--- src/rtl/hub75_capture.sv ---
// HUB75 bus capture: samples the panel bus, rebuilds each shifted line and drains it as a {row, col} pixel stream.
// Optional OE on-time measurement is enabled by defining HUB75_CAPTURE_OE_MEASURE_EN.
module hub75_capture #(
   parameter int COLS     = 64,
   parameter int COL_BITS = 6,
   parameter int ROW_BITS = 5,
   parameter int CNT_BITS = 16
) (
   input  logic                clk,
   input  logic                rst,
   input  logic [5:0]          h75_rgb,
   input  logic [ROW_BITS-1:0] h75_addr,
   input  logic                h75_oe,
   input  logic                h75_clk,
   input  logic                h75_lat,
   output logic                px_valid,
   input  logic                px_ready,
   output logic [ROW_BITS-1:0] px_row,
   output logic [COL_BITS-1:0] px_col,
   output logic [5:0]          px_data,
   output logic                line_done,
   output logic [COL_BITS:0]   shift_count,
   output logic                overrun,
   output logic                short_line,
   output logic [CNT_BITS-1:0] oe_cycles
);

   localparam int CW = COL_BITS + 1;
   localparam logic [CW-1:0]       CNT_SAT  = CW'(COLS + 1);
   localparam logic [CW-1:0]       CNT_FULL = CW'(COLS);
   localparam logic [COL_BITS-1:0] LAST_COL = COL_BITS'(COLS - 1);

   typedef enum logic [1:0] {
      ST_IDLE  = 2'd0,
      ST_DRAIN = 2'd1,
      ST_DONE  = 2'd2
   } state_t;

   logic [5:0]          rgb_s1_r, rgb_s2_r;
   logic [ROW_BITS-1:0] addr_s1_r, addr_s2_r;
   logic                oe_s1_r, oe_s2_r;
   logic [2:0]          bclk_r, blat_r;
   logic                clk_rise_s, lat_rise_s, latch_accept_s;

   logic [5:0]    sr_r      [COLS];
   logic [5:0]    sr_next_s [COLS];
   logic [5:0]    hold_r    [COLS];
   logic [CW-1:0] bit_cnt_r, bit_cnt_next_s;
   state_t        state_r;

   assign clk_rise_s     = bclk_r[1] & ~bclk_r[2];
   assign lat_rise_s     = blat_r[1] & ~blat_r[2];
   assign latch_accept_s = lat_rise_s & (state_r != ST_DRAIN);

   // Next shift-register contents and bit count; a latch in the same cycle sees these values.
   always_comb begin
      for (int i = 0; i < COLS; i++) begin
         sr_next_s[i] = sr_r[i];
      end
      bit_cnt_next_s = bit_cnt_r;
      if (clk_rise_s) begin
         sr_next_s[0] = rgb_s2_r;
         for (int i = 1; i < COLS; i++) begin
            sr_next_s[i] = sr_r[i-1];
         end
         if (bit_cnt_r != CNT_SAT) begin
            bit_cnt_next_s = bit_cnt_r + CW'(1);
         end else begin
            bit_cnt_next_s = bit_cnt_r;
         end
      end else begin
         bit_cnt_next_s = bit_cnt_r;
      end
   end

   // Bus synchronisers, line shift register and bit counter.
   always_ff @(posedge clk) begin
      if (rst) begin
         rgb_s1_r  <= 6'd0;
         rgb_s2_r  <= 6'd0;
         addr_s1_r <= '0;
         addr_s2_r <= '0;
         oe_s1_r   <= 1'b1;
         oe_s2_r   <= 1'b1;
         bclk_r    <= 3'd0;
         blat_r    <= 3'd0;
         bit_cnt_r <= '0;
         for (int i = 0; i < COLS; i++) begin
            sr_r[i] <= 6'd0;
         end
      end else begin
         rgb_s1_r  <= h75_rgb;
         rgb_s2_r  <= rgb_s1_r;
         addr_s1_r <= h75_addr;
         addr_s2_r <= addr_s1_r;
         oe_s1_r   <= h75_oe;
         oe_s2_r   <= oe_s1_r;
         bclk_r    <= {bclk_r[1:0], h75_clk};
         blat_r    <= {blat_r[1:0], h75_lat};
         sr_r      <= sr_next_s;
         // Every latch restarts the count, whether or not the drain accepts it.
         bit_cnt_r <= lat_rise_s ? '0 : bit_cnt_next_s;
      end
   end

   // Drain FSM: latch capture, pixel stream, status flags.
   always_ff @(posedge clk) begin
      if (rst) begin
         state_r     <= ST_IDLE;
         px_valid    <= 1'b0;
         px_row      <= '0;
         px_col      <= '0;
         px_data     <= 6'd0;
         line_done   <= 1'b0;
         shift_count <= '0;
         overrun     <= 1'b0;
         short_line  <= 1'b0;
         for (int i = 0; i < COLS; i++) begin
            hold_r[i] <= 6'd0;
         end
      end else begin
         line_done <= 1'b0;
         case (state_r)
            ST_IDLE, ST_DONE: begin
               if (latch_accept_s) begin
                  hold_r      <= sr_next_s;
                  px_row      <= addr_s2_r;
                  shift_count <= bit_cnt_next_s;
                  if (bit_cnt_next_s != CNT_FULL) begin
                     short_line <= 1'b1;
                  end else begin
                     short_line <= short_line;
                  end
                  px_col   <= '0;
                  px_data  <= sr_next_s[0];
                  px_valid <= 1'b1;
                  state_r  <= ST_DRAIN;
               end else begin
                  px_valid <= 1'b0;
                  state_r  <= ST_IDLE;
               end
            end
            ST_DRAIN: begin
               if (lat_rise_s) begin
                  overrun <= 1'b1;
               end else begin
                  overrun <= overrun;
               end
               if (px_ready) begin
                  if (px_col == LAST_COL) begin
                     px_valid  <= 1'b0;
                     line_done <= 1'b1;
                     state_r   <= ST_DONE;
                  end else begin
                     px_col  <= px_col + COL_BITS'(1);
                     px_data <= hold_r[px_col + COL_BITS'(1)];
                  end
               end else begin
                  px_col  <= px_col;
                  px_data <= px_data;
               end
            end
            default: begin
               px_valid <= 1'b0;
               state_r  <= ST_IDLE;
            end
         endcase
      end
   end

`ifdef HUB75_CAPTURE_OE_MEASURE_EN
   logic [CNT_BITS-1:0] oe_cnt_r;

   // OE-low cycle counter, snapshotted and cleared by every accepted latch.
   always_ff @(posedge clk) begin
      if (rst) begin
         oe_cnt_r  <= '0;
         oe_cycles <= '0;
      end else if (latch_accept_s) begin
         oe_cycles <= oe_cnt_r;
         oe_cnt_r  <= '0;
      end else if (!oe_s2_r && (oe_cnt_r != {CNT_BITS{1'b1}})) begin
         oe_cnt_r  <= oe_cnt_r + CNT_BITS'(1);
      end else begin
         oe_cnt_r  <= oe_cnt_r;
      end
   end
`else
   assign oe_cycles = '0;
`endif

endmodule

--- config.mk ---
export PLATFORM = sky130hd
export DESIGN_NAME = hub75_capture
export DESIGN_NICKNAME = d
export VERILOG_FILES = /design/src/rtl/hub75_capture.sv
export SDC_FILE = /design/constraint.sdc
export NUM_CORES = 1
export LEC_CHECK = 0
export CAP_MARGIN = 20
export CORE_ASPECT_RATIO = 2
export CORE_MARGIN = 2
export CORE_UTILIZATION = 30
export CTS_CLUSTER_DIAMETER = 30
export DETAILED_ROUTE_END_ITERATION = 6
export GPL_TIMING_DRIVEN = 0
export PLACE_DENSITY_LB_ADDON = 0.15
export SLEW_MARGIN = 20
export SYNTH_ARGS = -nofsm -noshare
export SYNTH_HDL_FRONTEND = slang
export SYNTH_SLANG_ARGS = --single-unit
export TNS_END_PERCENT = 100
--- constraint.sdc ---
create_clock -name clk -period 2.7 [get_ports clk]
set_input_delay 0.54 -clock clk [delete_from_list [all_inputs] [get_ports clk]]
set_output_delay 0.54 -clock clk [all_outputs]
set_load 0.05 [all_outputs]
# Word-level counts from Yosys, hierarchy flattened
# Index checks and enable logic that the tools add are counted.
# Widths: inputs -> output; s select.
[op_classes]
add_sub_neg = 2
magnitude_cmp = 1
n_eq_ne = 10
muxes = 23
bitwise = 8
reduce_logical = 10
[ops]
columns = ["operator", "n"]
rows = [
  ["$mux 384", 1],
  ["$mux 6", 8],
  ["$bmux 6 s6", 1],
  ["$pmux 6 s2", 2],
  ["$mux 7", 2],
  ["$ne 7x7->1 const B", 2],
  ["$ne 2x2->1 const B", 4],
  ["$add 7x1->7 const B", 1],
  ["$ge 7x7->1 const B", 1],
  ["$not 6->7", 1],
  ["$add 6x1->6 const B", 1],
  ["$eq 6x6->1 const B", 1],
  ["$reduce_and 2->1", 3],
  ["$mux 1", 5],
  ["$mux 2", 2],
  ["$not 1->1", 4],
  ["$pmux 2 s2", 1],
  ["$reduce_and 4->1", 1],
  ["$reduce_or 2->1", 2],
  ["$and 1x1->1", 3],
  ["$reduce_and 3->1", 1],
  ["$reduce_or 3->1", 1],
  ["$eq 2x1->1 const B", 1],
  ["$eq 2x2->1 const B", 1],
  ["other kinds (4)", 4],
]
[totals]
register_bits = 833
output_inout_bits = 44
elab_cells = 198

# Longest topological paths before layout
[logic_depth]
depth_word = 8
depth_mapped = 10
ltp_nobuf = 8

# Least setup slack after synthesis
# OpenSTA, ideal clock, no wires.
[synth_path]
path_kind = "register to register"
startpoint = "register px_col[1]"
endpoint = "register px_data[0]"
t_arrival_ps = 2373
t_required_ps = 2580
path_slack_ps = 207
stages_incl_launch_ff = 11
synth_period_minus_slack_ps = 2493
path_cell_list = "dfxtp_1 > ha_1 > buf_2 > buf_2 > buf_2 > mux4_2 > nand2_1 > nand3_1 > a21oi_1 > nor4_1 > a211o_1"
[synth_between]
elab_chain_len = 8
elab_cells_between_ends = 11
[synth_rtl]
columns = ["element", "line_no", "text"]
rows = [
  ["from (decl)", "19", "output logic [COL_BITS-1:0] px_col,"],
  ["from (signal assigned)", "155", "px_col <= px_col + COL_BITS'(1);"],
  ["from (signal assigned)", "159", "px_col <= px_col;"],
  ["$add 6x1->6", "156", "px_data <= hold_r[px_col + COL_BITS'(1)];"],
  ["$not 6->7 (implied by the code)", "156", ""],
  ["$bmux 6 s6", "156", ""],
  ["$mux 6 (implied by the code) (2 in a row)", "156", ""],
  ["$mux 6", "150", "if (px_col == LAST_COL) begin"],
  ["$mux 6", "149", "if (px_ready) begin"],
  ["$pmux 6 s2", "123", "case (state_r)"],
  ["to (signal assigned)", "135", "px_data <= sr_next_s[0];"],
  ["to (signal assigned)", "156", ""],
  ["to (signal assigned)", "160", "px_data <= px_data;"],
  ["to (decl)", "20", "output logic [5:0] px_data,"],
]
# Parallel ways exist; a longest one is shown, timed or not. The select of a mux whose other input is x is not followed.
# A chain may end at the register's enable or synchronous reset.

# Worst setup path after layout
[layout_path]
startpoint = "register px_col[1]"
endpoint = "register px_data[2]"
# The elaborated chain is that of the path after synthesis.

==> metrics.txt <==
status=finished with violations; violated checks=negative setup slack; Vias per Instance=4.86; crit path max fanout=10; Post-Syn Area=31,700 um^2; Slew Viols, Final=0; crit-path max cell delay=390 ps; Finished Cell Area=38,500 um^2; Starting Density=30.3%; post-route setup TNS=-62.9 ps; Final Hold Violating Endpoints=0; sum of buffers and inverters on the critical path=2; share of post-route cells with drive strength above 1=13.0%; Synth Register Bits=833; dpl ws=-1470 ps; maximum vdd drop=0.526 mV; ANT nets after route=0; CP Capture Type=flip-flop; synth warn=0; PnR worst setup slack=-52.1 ps; final setup fails=2; Mapped Cells=3,095; Crit Path Class=flip-flop to flip-flop; Mean Syn Cell Area=10.3 um^2; actual slew at the worst max-slew pin=1030 ps; CTS tree=built; max_cap viols=0; initial DRC count=916; num ports=61; startpoint types=flip-flop; largest net degree at the start of global routing=18; P per Cell Area=814 nW/um^2; FMAX=363 MHz; final cell count without fillers=4,743; CTS sink cnt=833; post-synth cell types=52; area of the die=109,000 um^2; Setup Skew=37.7 ps; die width=234 um; Worst-path clk slew=60 ps; Core Area=105,000 um^2; period utilization=102%; WP data arrival=3370 ps; Tmin final=2750 ps; Post-synth EDFFs=0; number of port buffers=43; worst hold path class=primary input to flip-flop; first-pass GRT wire length=151 mm; CTS Buffer Depth=3; placed cell count=4,513; RSZ-0062 raised after global routing=true; sequential area share after synthesis=52.6%; DRC viols=0; share of flip-flops with an asynchronous set or reset=0%; GR Util All Layers=18.5%; crit-path cells=ha_1 -> clkbuf_4 -> clkbuf_8 -> mux4_2 -> mux2i_1 -> o21ai_1 -> a21oi_1 -> nor4_1 -> a211o_1; initial antenna violation count=3; number of global-route vias before repair=24,500; area delta synth->final=21.4%; Routed WL=100 mm; DR vias=23,100; WL/cell=21.1 um; Num CTS Buffers=120; dpl hpwl=75.9 mm; grt ovf=0; R2R Setup Slk=-50 ps; row cnt=168; worst hold slack=364 ps; # H-tree levels=3; Required @ worst endpoint=3320 ps; critical path's top delay family=compound AO/OA/AOI/OAI gates; CTS root buf=clkbuf_16; Placer Congestion=0.837; Die H=464 um; slowest CP cell=dfxtp_2; Tot Pwr=31.4 mW; static leakage=15.6 nW; fin nets=3,295; post-layout util=36.7%; Clock Latency Late Sink=740 ps; Post-DP Area=33,900 um^2; cts hold-fix bufs=0; Slew HR=31.3%; Main synth FF type=dfxtp_1; drt first pass iters=5
==> cells by family (layout without fill, tap and decap cells) <==
group | count (synthesis) | in the layout | share of synthesized area, %
xor+xnor | 11 | 11 | 0.327
flops | 833 | 833 | 52.6
other cells | 1 | 18 | 0.0118
simple gates | 996 | 996 | 12.5
fa+ha+maj | 3 | 3 | 0.118
buf+inv | 284 | 555 | 4.13
mux | 492 | 492 | 19.4
compound gates | 475 | 475 | 10.9
==> per-layer routing <==
layer  vias up  global-route usage [%]  share of wire [%]
met1     11200                    17.2                 34
met4         0                    7.71                3.7
li1      11300                       -                  -
met5         -                       0                  0
met2       373                    38.4                 59
met3       161                    2.88                2.9
==> timing repair <==
item,in CTS,in global routing
endpoints found under the setup margin,765,7
pin swaps,1,4
setup buffers,0,0
gates resized for setup,57,16
==> worst reg2reg max path, delay by kind of cell, from the launching register on <==
| kind | cells | cell delay (ps) |
|---|---|---|
| muxes | 2 | 690 |
| and+or+nand+nor | 1 | 110 |
| adders and majority gates | 1 | 300 |
| DFF | 1 | 390 |
| AOI/OAI and AO/OA | 3 | 730 |
| buffers and inverters | 2 | 440 |
==> state kept, by name, summed over array words and instances (netlist names), 6 cells and up <==
register / flops
px_data: 6
px_col: 6
sr_r: 384
hold_r: 384
bit_cnt_r: 7
rgb_s2_r: 6
shift_count: 7
rgb_s1_r: 6
==> where the power goes <==
part,switching [mW],internal (mW)
combinational,1.05,0.584
clock,6.40,10.5
sequential,0.181,12.6
total,7.64,23.7
==> cell type report <==
type | instances | area [um^2]
antenna | 2 | 5.00
clock inverter | 86 | 1180
multi-input combinational | 1993 | 13900
clock buffer | 142 | 3200
timing repair buffer | 43 | 427
fill | 10600 | 66400
sequential | 833 | 16700
tap | 1360 | 1700
inverter | 4 | 15.0
buffer | 280 | 1410
==> synthesized netlist by cell type, types with 9 or more instances <==
library cell	count	area (um^2)
o22ai_1	15	93.8
nand2_1	72	270
mux4_2	87	1960
dfxtp_1	833	16700
nand3_1	24	120
o21ai_0	14	70.1
buf_4	22	165
a211oi_1	390	2930
a21oi_1	30	150
buf_1	18	67.6
buf_2	58	290
nor2_1	824	3090
mux4_1	9	236
mux2i_1	396	3960
clkbuf_1	173	649
nor4_1	12	75.1
nor2b_1	32	200
==> worst paths after layout <==
kind / start / to / cells past startpoint
setup / recovery: px_col[1] / px_data[2] / 9
hold / removal: h75_clk / bclk_r[0] / 2
setup reg to reg: px_col[1] / px_data[2] / 9
hold reg to reg: addr_s2_r[4] / px_row[4] / 2
==> placed cells by master, fill, tap and decap left out, types with 9 or more instances in the layout <==
master	n
a21oi_1	24
o22ai_1	15
a211oi_1	390
inv_6	15
clkbuf_1	162
clkbuf_16	120
mux4_2	87
nor2b_1	32
dfxtp_1	831
mux2i_1	390
nor4_1	9
conb_1	16
nand2_1	71
nand3_1	24
buf_1	18
clkinv_2	16
buf_2	51
buf_4	23
clkdlybuf4s50_1	40
mux4_1	9
clkbuf_2	16
clkinv_4	9
o21ai_0	14
bufinv_16	20
clkinvlp_4	18
nor2_1	823
clkbuf_8	13
No activity file was read; power rests on OpenSTA's default activity.
